===== config.mk =====
export PLATFORM = sky130hd
export DESIGN_NAME = parc_core_rob_fill_arbiter
export DESIGN_NICKNAME = d
export VERILOG_FILES = /design/src/rtl/parc_core_rob_pkg.sv /design/src/rtl/parc_core_rr_arb.sv /design/src/rtl/parc_core_rob_fill_arbiter.sv
export SDC_FILE = /design/constraint.sdc
export NUM_CORES = 1
export LEC_CHECK = 0
export BUFFER_PORTS_ARGS = -buffer_cell sky130_fd_sc_hd__buf_2
export CAP_MARGIN = 20
export CORE_ASPECT_RATIO = 1.4
export CORE_MARGIN = 8
export CORE_UTILIZATION = 52
export DETAILED_ROUTE_END_ITERATION = 16
export PLACE_DENSITY = 0.76
export SYNTH_ARGS = -nofsm -noshare
export SYNTH_HDL_FRONTEND = slang
export SYNTH_HIERARCHICAL = 1
export SYNTH_SLANG_ARGS = --single-unit

===== constraint.sdc =====
create_clock -name clk -period 4.65 [get_ports clk]
set_clock_uncertainty 0.2 [all_clocks]
set_input_delay 0.465 -clock clk [delete_from_list [all_inputs] [get_ports clk]]
set_output_delay 0.465 -clock clk [all_outputs]
set_load 0.1 [all_outputs]

===== src/rtl/parc_core_rob_pkg.sv =====
// Shared constants and requester identifiers for the ROB fill-port arbitration slice.
package parc_core_rob_pkg;

  localparam int SLOT_W    = 4;
  localparam int ROB_DEPTH = 1 << SLOT_W;
  localparam int NREQ      = 3;
  localparam int IDX_W     = 2;

  typedef enum logic [IDX_W-1:0] {
    REQ_ALU    = 2'd0,
    REQ_MULDIV = 2'd1,
    REQ_MEM    = 2'd2
  } req_id_e;

  // Round-robin successor of requester i among n requesters.
  function automatic logic [IDX_W-1:0] next_idx(input logic [IDX_W-1:0] i, input int n);
    return (int'(i) == n - 1) ? '0 : i + 1'b1;
  endfunction

endpackage


===== src/rtl/parc_core_rr_arb.sv =====
// Combinational round-robin arbiter: first asserted request at or after ptr wins.
module parc_core_rr_arb #(
  parameter int N  = 3,
  parameter int IW = 2
) (
  input  logic [N-1:0]  req,
  input  logic [IW-1:0] ptr,
  input  logic          en,
  output logic [N-1:0]  gnt,
  output logic [IW-1:0] idx
);

  always_comb begin
    int   cand;
    logic found;
    gnt   = '0;
    idx   = '0;
    found = 1'b0;
    cand  = 0;
    for (int k = 0; k < N; k++) begin
      cand = int'(ptr) + k;
      if (cand >= N) cand = cand - N;
      if (en && !found && req[cand]) begin
        found     = 1'b1;
        gnt[cand] = 1'b1;
        idx       = IW'(cand);
      end
    end
  end

endmodule


===== src/rtl/parc_core_rob_fill_arbiter.sv =====
// Shares the ROB fill port among writeback sources, tracks filled-but-uncommitted
// slots and raises a sticky error on a fill to a slot that is already filled.
module parc_core_rob_fill_arbiter #(
  parameter int NREQ   = parc_core_rob_pkg::NREQ,
  parameter int SLOT_W = parc_core_rob_pkg::SLOT_W
) (
  input  logic                   clk,
  input  logic                   reset,
  input  logic [NREQ-1:0]        req_val,
  input  logic [NREQ*SLOT_W-1:0] req_slot,
  output logic [NREQ-1:0]        req_rdy,
  output logic                   rob_fill_val,
  output logic [SLOT_W-1:0]      rob_fill_slot,
  output logic [1:0]             grant_id,
  input  logic                   rob_commit_wen,
  input  logic [SLOT_W-1:0]      rob_commit_slot,
  input  logic                   flush,
  output logic                   dup_fill_err
);
  import parc_core_rob_pkg::*;

  localparam int DEPTH = 1 << SLOT_W;

  logic [IDX_W-1:0]  ptr_q, ptr_d;
  logic [IDX_W-1:0]  grant_id_q, grant_id_d;
  logic              fill_val_q, fill_val_d;
  logic [SLOT_W-1:0] fill_slot_q, fill_slot_d;
  logic [DEPTH-1:0]  filled_q, filled_d;
  logic              dup_q, dup_d;

  logic [IDX_W-1:0]  win_idx;
  logic [SLOT_W-1:0] win_slot;
  logic              xfer;
  logic              commit_hit;

  // req_val/req_rdy: a transfer happens in a cycle where both are high for the
  // same requester; an ungranted requester holds req_val and req_slot stable.
  parc_core_rr_arb #(.N(NREQ), .IW(IDX_W)) u_arb (
    .req (req_val),
    .ptr (ptr_q),
    .en  (~flush),
    .gnt (req_rdy),
    .idx (win_idx)
  );

  assign xfer       = |(req_val & req_rdy);
  assign win_slot   = req_slot[win_idx*SLOT_W +: SLOT_W];
  assign commit_hit = rob_commit_wen && (rob_commit_slot == win_slot);

  always_comb begin
    ptr_d       = ptr_q;
    grant_id_d  = grant_id_q;
    fill_val_d  = xfer;
    fill_slot_d = fill_slot_q;
    filled_d    = filled_q;
    dup_d       = dup_q;
    if (xfer) begin
      ptr_d       = next_idx(win_idx, NREQ);
      grant_id_d  = win_idx;
      fill_slot_d = win_slot;
      // A commit of the same slot this cycle means the slot is being reused.
      if (filled_q[win_slot] && !commit_hit) dup_d = 1'b1;
    end
    if (flush) begin
      filled_d = '0;
    end else begin
      if (rob_commit_wen) filled_d[rob_commit_slot] = 1'b0;
      if (xfer)           filled_d[win_slot]        = 1'b1;
    end
  end

  always_ff @(posedge clk or negedge reset) begin
    if (!reset) begin
      ptr_q       <= '0;
      grant_id_q  <= '0;
      fill_val_q  <= 1'b0;
      fill_slot_q <= '0;
      filled_q    <= '0;
      dup_q       <= 1'b0;
    end else begin
      ptr_q       <= ptr_d;
      grant_id_q  <= grant_id_d;
      fill_val_q  <= fill_val_d;
      fill_slot_q <= fill_slot_d;
      filled_q    <= filled_d;
      dup_q       <= dup_d;
    end
  end

  assign rob_fill_val  = fill_val_q;
  assign rob_fill_slot = fill_slot_q;
  assign grant_id      = grant_id_q;
  assign dup_fill_err  = dup_q;

endmodule


Word-level counts from Yosys, hierarchy flattened. Index checks and enable logic that the tools add are counted.

Flip-flop bits (word level): 26. Latch bits: 0. RAM bits: 0. Memory bits (read-only): 0. Input bits: 23. Output and inout bits: 11. Logic and storage cells: 89. Memories: 0.

Add/subtract/negate cells: 6. $mul: 0. Divide/modulo/power cells: 0. $lt $le $gt $ge: 13. Equality and inequality tests: 2. Shift operators: 1. Multiplexer cells: 37. Bitwise operators: 7. Reduce and logical (&&, ||, !) cells: 17.

Operator list (count): greater-or-equal comparator 32 x 1 -> 1 bit (second input constant) (3); < comparator 32 x 4 -> 1 bit (second input constant) (3); two-way mux 32 bit (3); greater-or-equal comparator 32 x 3 -> 1 bit (second input constant) (2); two-way mux 16 bit (4); subtractor 32 x 3 -> 32 bit (second input constant) (2); AND 16 bit (1); NOT 16 bit (1); OR 16 bit (1); two-way mux 1 bit (14); logical AND 1 bit (12); variable part select 12 x 5 -> 4 bit (1); < comparator 4 x 5 -> 1 bit (second input constant) (2); two-way mux 3 bit (3); demux 1 bit (select 4 bit) (2); greater-or-equal comparator 4 x 1 -> 1 bit (second input constant) (2); two-way mux 2 bit (4); binary-select mux 1 bit (select 2 bit) (3); demux 1 bit (select 2 bit) (3); OR 3 bit (2); binary-select mux 1 bit (select 4 bit) (1); == test 4 bit (1); adder 2 x 1 -> 3 bit (second input constant) (1); adder 2 x 2 -> 3 bit (second input constant) (1); other kinds (9) (11).

Longest topological paths before layout.
Word-level depth: 23. Depth in mapped cells: 14. Depth with buffers taken out: 13.

Modules after synthesis. Netlist, hierarchy kept.

By module, submodules not included: parc_core_rob_fill_arbiter (instances 1, cells each 153, area each 1465.2 sq um, seq. area each 650.6 sq um); parc_core_rr_arb (instances 1, cells each 37, area each 269.0 sq um, seq. area each 0.0 sq um).

Least setup slack after synthesis. No wires, ideal clock.

Kind: reg2reg. Start: reg ptr_q[1]. End: reg filled_q[3]. Library setup time: 78 ps. Arrival time: 4444 ps. Data required time: 4372 ps. Path slack: -72 ps. Stages on the path, launching flop included: 14. Period minus slack after synthesis: 4722 ps. Path through: dfrtp_1 inv_1 ha_1 mux2i_1 o21ai_0 o311ai_1 nand2_1 and2_1 buf_6 clkinv_1 nand2_1 nor2_1 nand2_1 a21oi_1.

Elaborated cells on any way between the ends: 63.

RTL lines: from (decl) (line parc_core_rob_fill_arbiter.sv:24) `logic [IDX_W-1:0] ptr_q, ptr_d;`; from (signal assigned) (line parc_core_rob_fill_arbiter.sv:81) `ptr_q <= ptr_d;`; branches (longest 14 deep; another with subtractor 32 x 3 -> 32 bit); two-way mux 3 bit * (line parc_core_rr_arb.sv:23) `if (en && !found && req[cand]) begin`; via req_rdy[0] (line parc_core_rob_fill_arbiter.sv:11) `output logic [NREQ-1:0] req_rdy,`; AND 3 bit * (line parc_core_rob_fill_arbiter.sv:46) `assign xfer = |(req_val & req_rdy);`; OR reduction 3 bit * (line parc_core_rob_fill_arbiter.sv:46); via fill_val_d (line parc_core_rob_fill_arbiter.sv:26) `logic fill_val_q, fill_val_d;`; two-way mux 16 bit * (line parc_core_rob_fill_arbiter.sv:68) `if (xfer) filled_d[win_slot] = 1'b1;`; two-way mux 16 bit * (line parc_core_rob_fill_arbiter.sv:64) `if (flush) begin`; via filled_d[3] (line parc_core_rob_fill_arbiter.sv:28) `logic [DEPTH-1:0] filled_q, filled_d;`; to (signal assigned) (line parc_core_rob_fill_arbiter.sv:85) `filled_q <= filled_d;`; to (decl) (line parc_core_rob_fill_arbiter.sv:28).

Mark *: on every way through the listed nets, which the timed path passes. The select of a mux whose other input is x is not followed. A chain may end at the register's enable or synchronous reset.

Worst setup path in the final report.
Start: reg ptr_q[0]. End: reg dup_q, in the netlist dup_fill_err.

Longest elaborated chain between the ends: 21. Elaborated cells on any way between the ends: 62.

Ends and longest elaborated chain: branches (longest 14 deep; another with subtractor 32 x 3 -> 32 bit); two-way mux 2 bit * (line parc_core_rr_arb.sv:23); via win_idx[0] (line parc_core_rob_fill_arbiter.sv:31) `logic [IDX_W-1:0] win_idx;`; variable part select 12 x 5 -> 4 bit * (line parc_core_rob_fill_arbiter.sv:47) `assign win_slot = req_slot[win_idx*SLOT_W +: SLOT_W];`; branches (longest 3 deep; another with binary-select mux 1 bit (select 4 bit)); logical AND 1 bit * (line parc_core_rob_fill_arbiter.sv:62) `if (filled_q[win_slot] && !commit_hit) dup_d = 1'b1;`; AND reduction 2 bit (no source line) *; to (signal assigned) (line parc_core_rob_fill_arbiter.sv:86) `dup_q <= dup_d;`; to (decl) (line parc_core_rob_fill_arbiter.sv:29) `logic dup_q, dup_d;`.

Marked as above.

==> out/results.ini <==
[status]
outcome=complete, but fails checks
violations=negative hold slack

[worst_setup_path]
cpMaxStageDelayCell=o22ai_2
start_kind=register
crit_path_max_incr_delay_ps=440
r2r_slack_ps=850
worstPathArrival_ps=3770
worst_setup_path_end_kind=register
cp_max_fo=12
critPathBufInv=2
crit_family=compound AO/OA/AOI/OAI gates
crit_required_ps=4620
critPathKind=register to register
path_cells=inv_1, ha_1, nor3b_2, nand2_1, a211o_1, a21boi_1, buf_4, nand2b_2, o22ai_2, mux4_2, a21oi_1, o21ai_1, a31o_1

[power_and_ir_drop]
cell_internal_pwr_uw=636
cellPowerDensity_nw_per_um2=697
max-vdd-ir-drop_mv=0.449
combPwrFrac=0.644
p_total_mw=1.38
p_sw_uw=746
sequentialPowerShare=0.221
clockPowerShare=0.135
power_leakage_nw=0.831
swShare=0.540

[sta]
worst_slack_ps=853
worst_pin_slew_ps=850
setup_tns_ps=0
grt_setup_unrepaired=no
slew-limit-headroom=0.430
slew_violations=0
finalSetupViolCount=0
max_clock_freq_mhz=263
hold_ws_ps=-21.0
post-route-period-util=0.817
finalCriticalPeriod_ps=3800
hold_viol=26

[final_layout]
layout-drive-gt1-share=0.267
layout_commonest_cell=buf_2
post-route-util=0.604
n_antenna_cell=0
area_delta_synth_final_pct=14.4
final_cell_mix=33 x buf_2, 32 x nand2_1, 26 x dfrtp_1
nNetsFinal=249

[synthesis]
synth_edf_count=0
synth.area.top_cells=dfrtp_1 38%, nand2_1 6.9%, o21ai_0 6.6%, a21oi_1 5.8%, mux2_2 5.2%
synth_area_per_cell_um2=9.13
yosysSeqAreaShare=0.375
syn_inst=190
yosysTopAreaCell=dfrtp_1
yosys_warnings=6
synthFlopType=dfrtp_1
synth-async-reset-ratio=1.00
synthesis.nets=217
synthDominantCellAreaShare=0.375
netlist_area_um2=1730
ys_ff_latch=26
synth.distinct_cells=49

[global_route]
grt_max_degree=27
overflow=0
grt_pass1_wl_um=7360
first_global_vias=1562
grtUsageTotal=0.165
antenna_found_initial=0

[routing]
vias=1552
drc_errors=0
final_antenna_net_count=0
wl_per_cell_um=16.8
wirelength_um=4400
firstDrtPassIters=4
viasPerCell=5.95
drtIter0Drc=104

[clock_tree]
numCtsBuffers=3
cts_tree=done
postCtsSetupBuffers=0
cts-root-buf=clkbuf_8
cts_buffer_depth=2
clk_latency_ps=270
postCtsHoldBufs=0
cts_num_sinks=26
cts_resized=0
path_clk_slew_ps=90
cts_max_level=1

[placed_design]
place_ws_ps=866
detailed_place_hpwl_um=3470
port_buffers=33
gp_congestion=0.891

[floorplan]
num_rows=25
core_area_um2=3280
initial_utilization=0.528
dieArea_um2=5470
die_h_um=84.3
die_w_um=64.8
ioPinCount=34

[worst_hold_path]
hold_path.class=input port to asynchronous set/reset pin

[run]
maxCapViolCount=0

-- path summary, 6_finish.rpt --
kind | cells after the start | end | from
hold / removal | 1 | filled_q[3]$_DFF_PN0_ | reset
max in group asynchronous | 1 | filled_q[4]$_DFF_PN0_ | reset
setup reg to reg | 13 | dup_fill_err$_DFFE_PN0P_ | ptr_q[0]$_DFFE_PN0N_
min in group clk | 1 | dup_fill_err$_DFFE_PN0P_ | dup_fill_err$_DFFE_PN0P_
setup / recovery | 13 | dup_fill_err$_DFFE_PN0P_ | ptr_q[0]$_DFFE_PN0N_
hold reg to reg | 1 | dup_fill_err$_DFFE_PN0P_ | dup_fill_err$_DFFE_PN0P_
-- layout make-up --
| class | instances | area (um2) |
|---|---|---|
| Multi-Input combinational cell | 151 | 1020 |
| Inverter | 6 | 22.5 |
| Sequential cell | 26 | 651 |
| Clock buffer | 3 | 41.3 |
| Tap cell | 40 | 50.0 |
| Timing Repair Buffer | 34 | 173 |
| Fill cell | 326 | 1300 |
| Clock inverter | 1 | 30.0 |
-- sequential cells by signal, summed over array words and instances, names as in the netlist --
signal and flops:
dup_fill_err 1, filled_q 16, grant_id 2, ptr_q 2, rob_fill_slot 4, rob_fill_val 1
-- metal layers --
layer	global-route usage	part of all wire
met1	0.185	0.38
met2	0.296	0.54
met3	0.0280	0.051
met4	0.0657	0.020
met5	0	0
-- cell usage after synthesis (2+ instances only) --
cell and count:
nand2_1 32, dfrtp_1 26, o21ai_0 23, a21oi_1 20, mux2_2 8, nor2_1 6
inv_1 5, nand3b_1 5, and2_1 4, ha_1 4, mux2i_1 4, nand2b_1 4
buf_6 3, xnor2_1 3, a21boi_1 2, a32o_1 2, buf_4 2, clkbuf_1 2
nand3_1 2, nor3_1 2, o21a_1 2, o31ai_1 2
-- cell families (layout without fill, tap and decap cells) --
group	count (synthesis)	count (layout)	share of synthesized area
xor gates and xnor gates	4	4	0.0202
DFF	26	26	0.375
buffers and inverters	13	44	0.0455
AOI/OAI and AO/OA	65	65	0.235
and+or+nand+nor	63	63	0.188
adders and majority gates	4	4	0.0289
muxes	15	15	0.108
-- power by group through the flow --
stage | clock network, mW | registers [mW] | logic [mW]
floorplan | 0 | 0.545 | 0.519
global placement | 0 | 0.309 | 0.884
detailed placement | 0 | 0.312 | 0.888
CTS | 0.192 | 0.307 | 0.890
global route | 0.199 | 0.313 | 0.942
finish | 0.187 | 0.306 | 0.890
-- through the flow --
stage | hold slack [ps] | instance area (um2) | std cells
2_1_floorplan | -30.6 | 1740 | 190
3_3_place_gp | 271 | 1910 | 257
3_5_place_dp | 281 | 1910 | 257
4_1_cts | 0.103 | 1980 | 261
5_1_grt | 25.7 | 1980 | 261
6_report | -21.0 | 1980 | 261
Note: power is estimated with default switching activity, not from simulation.
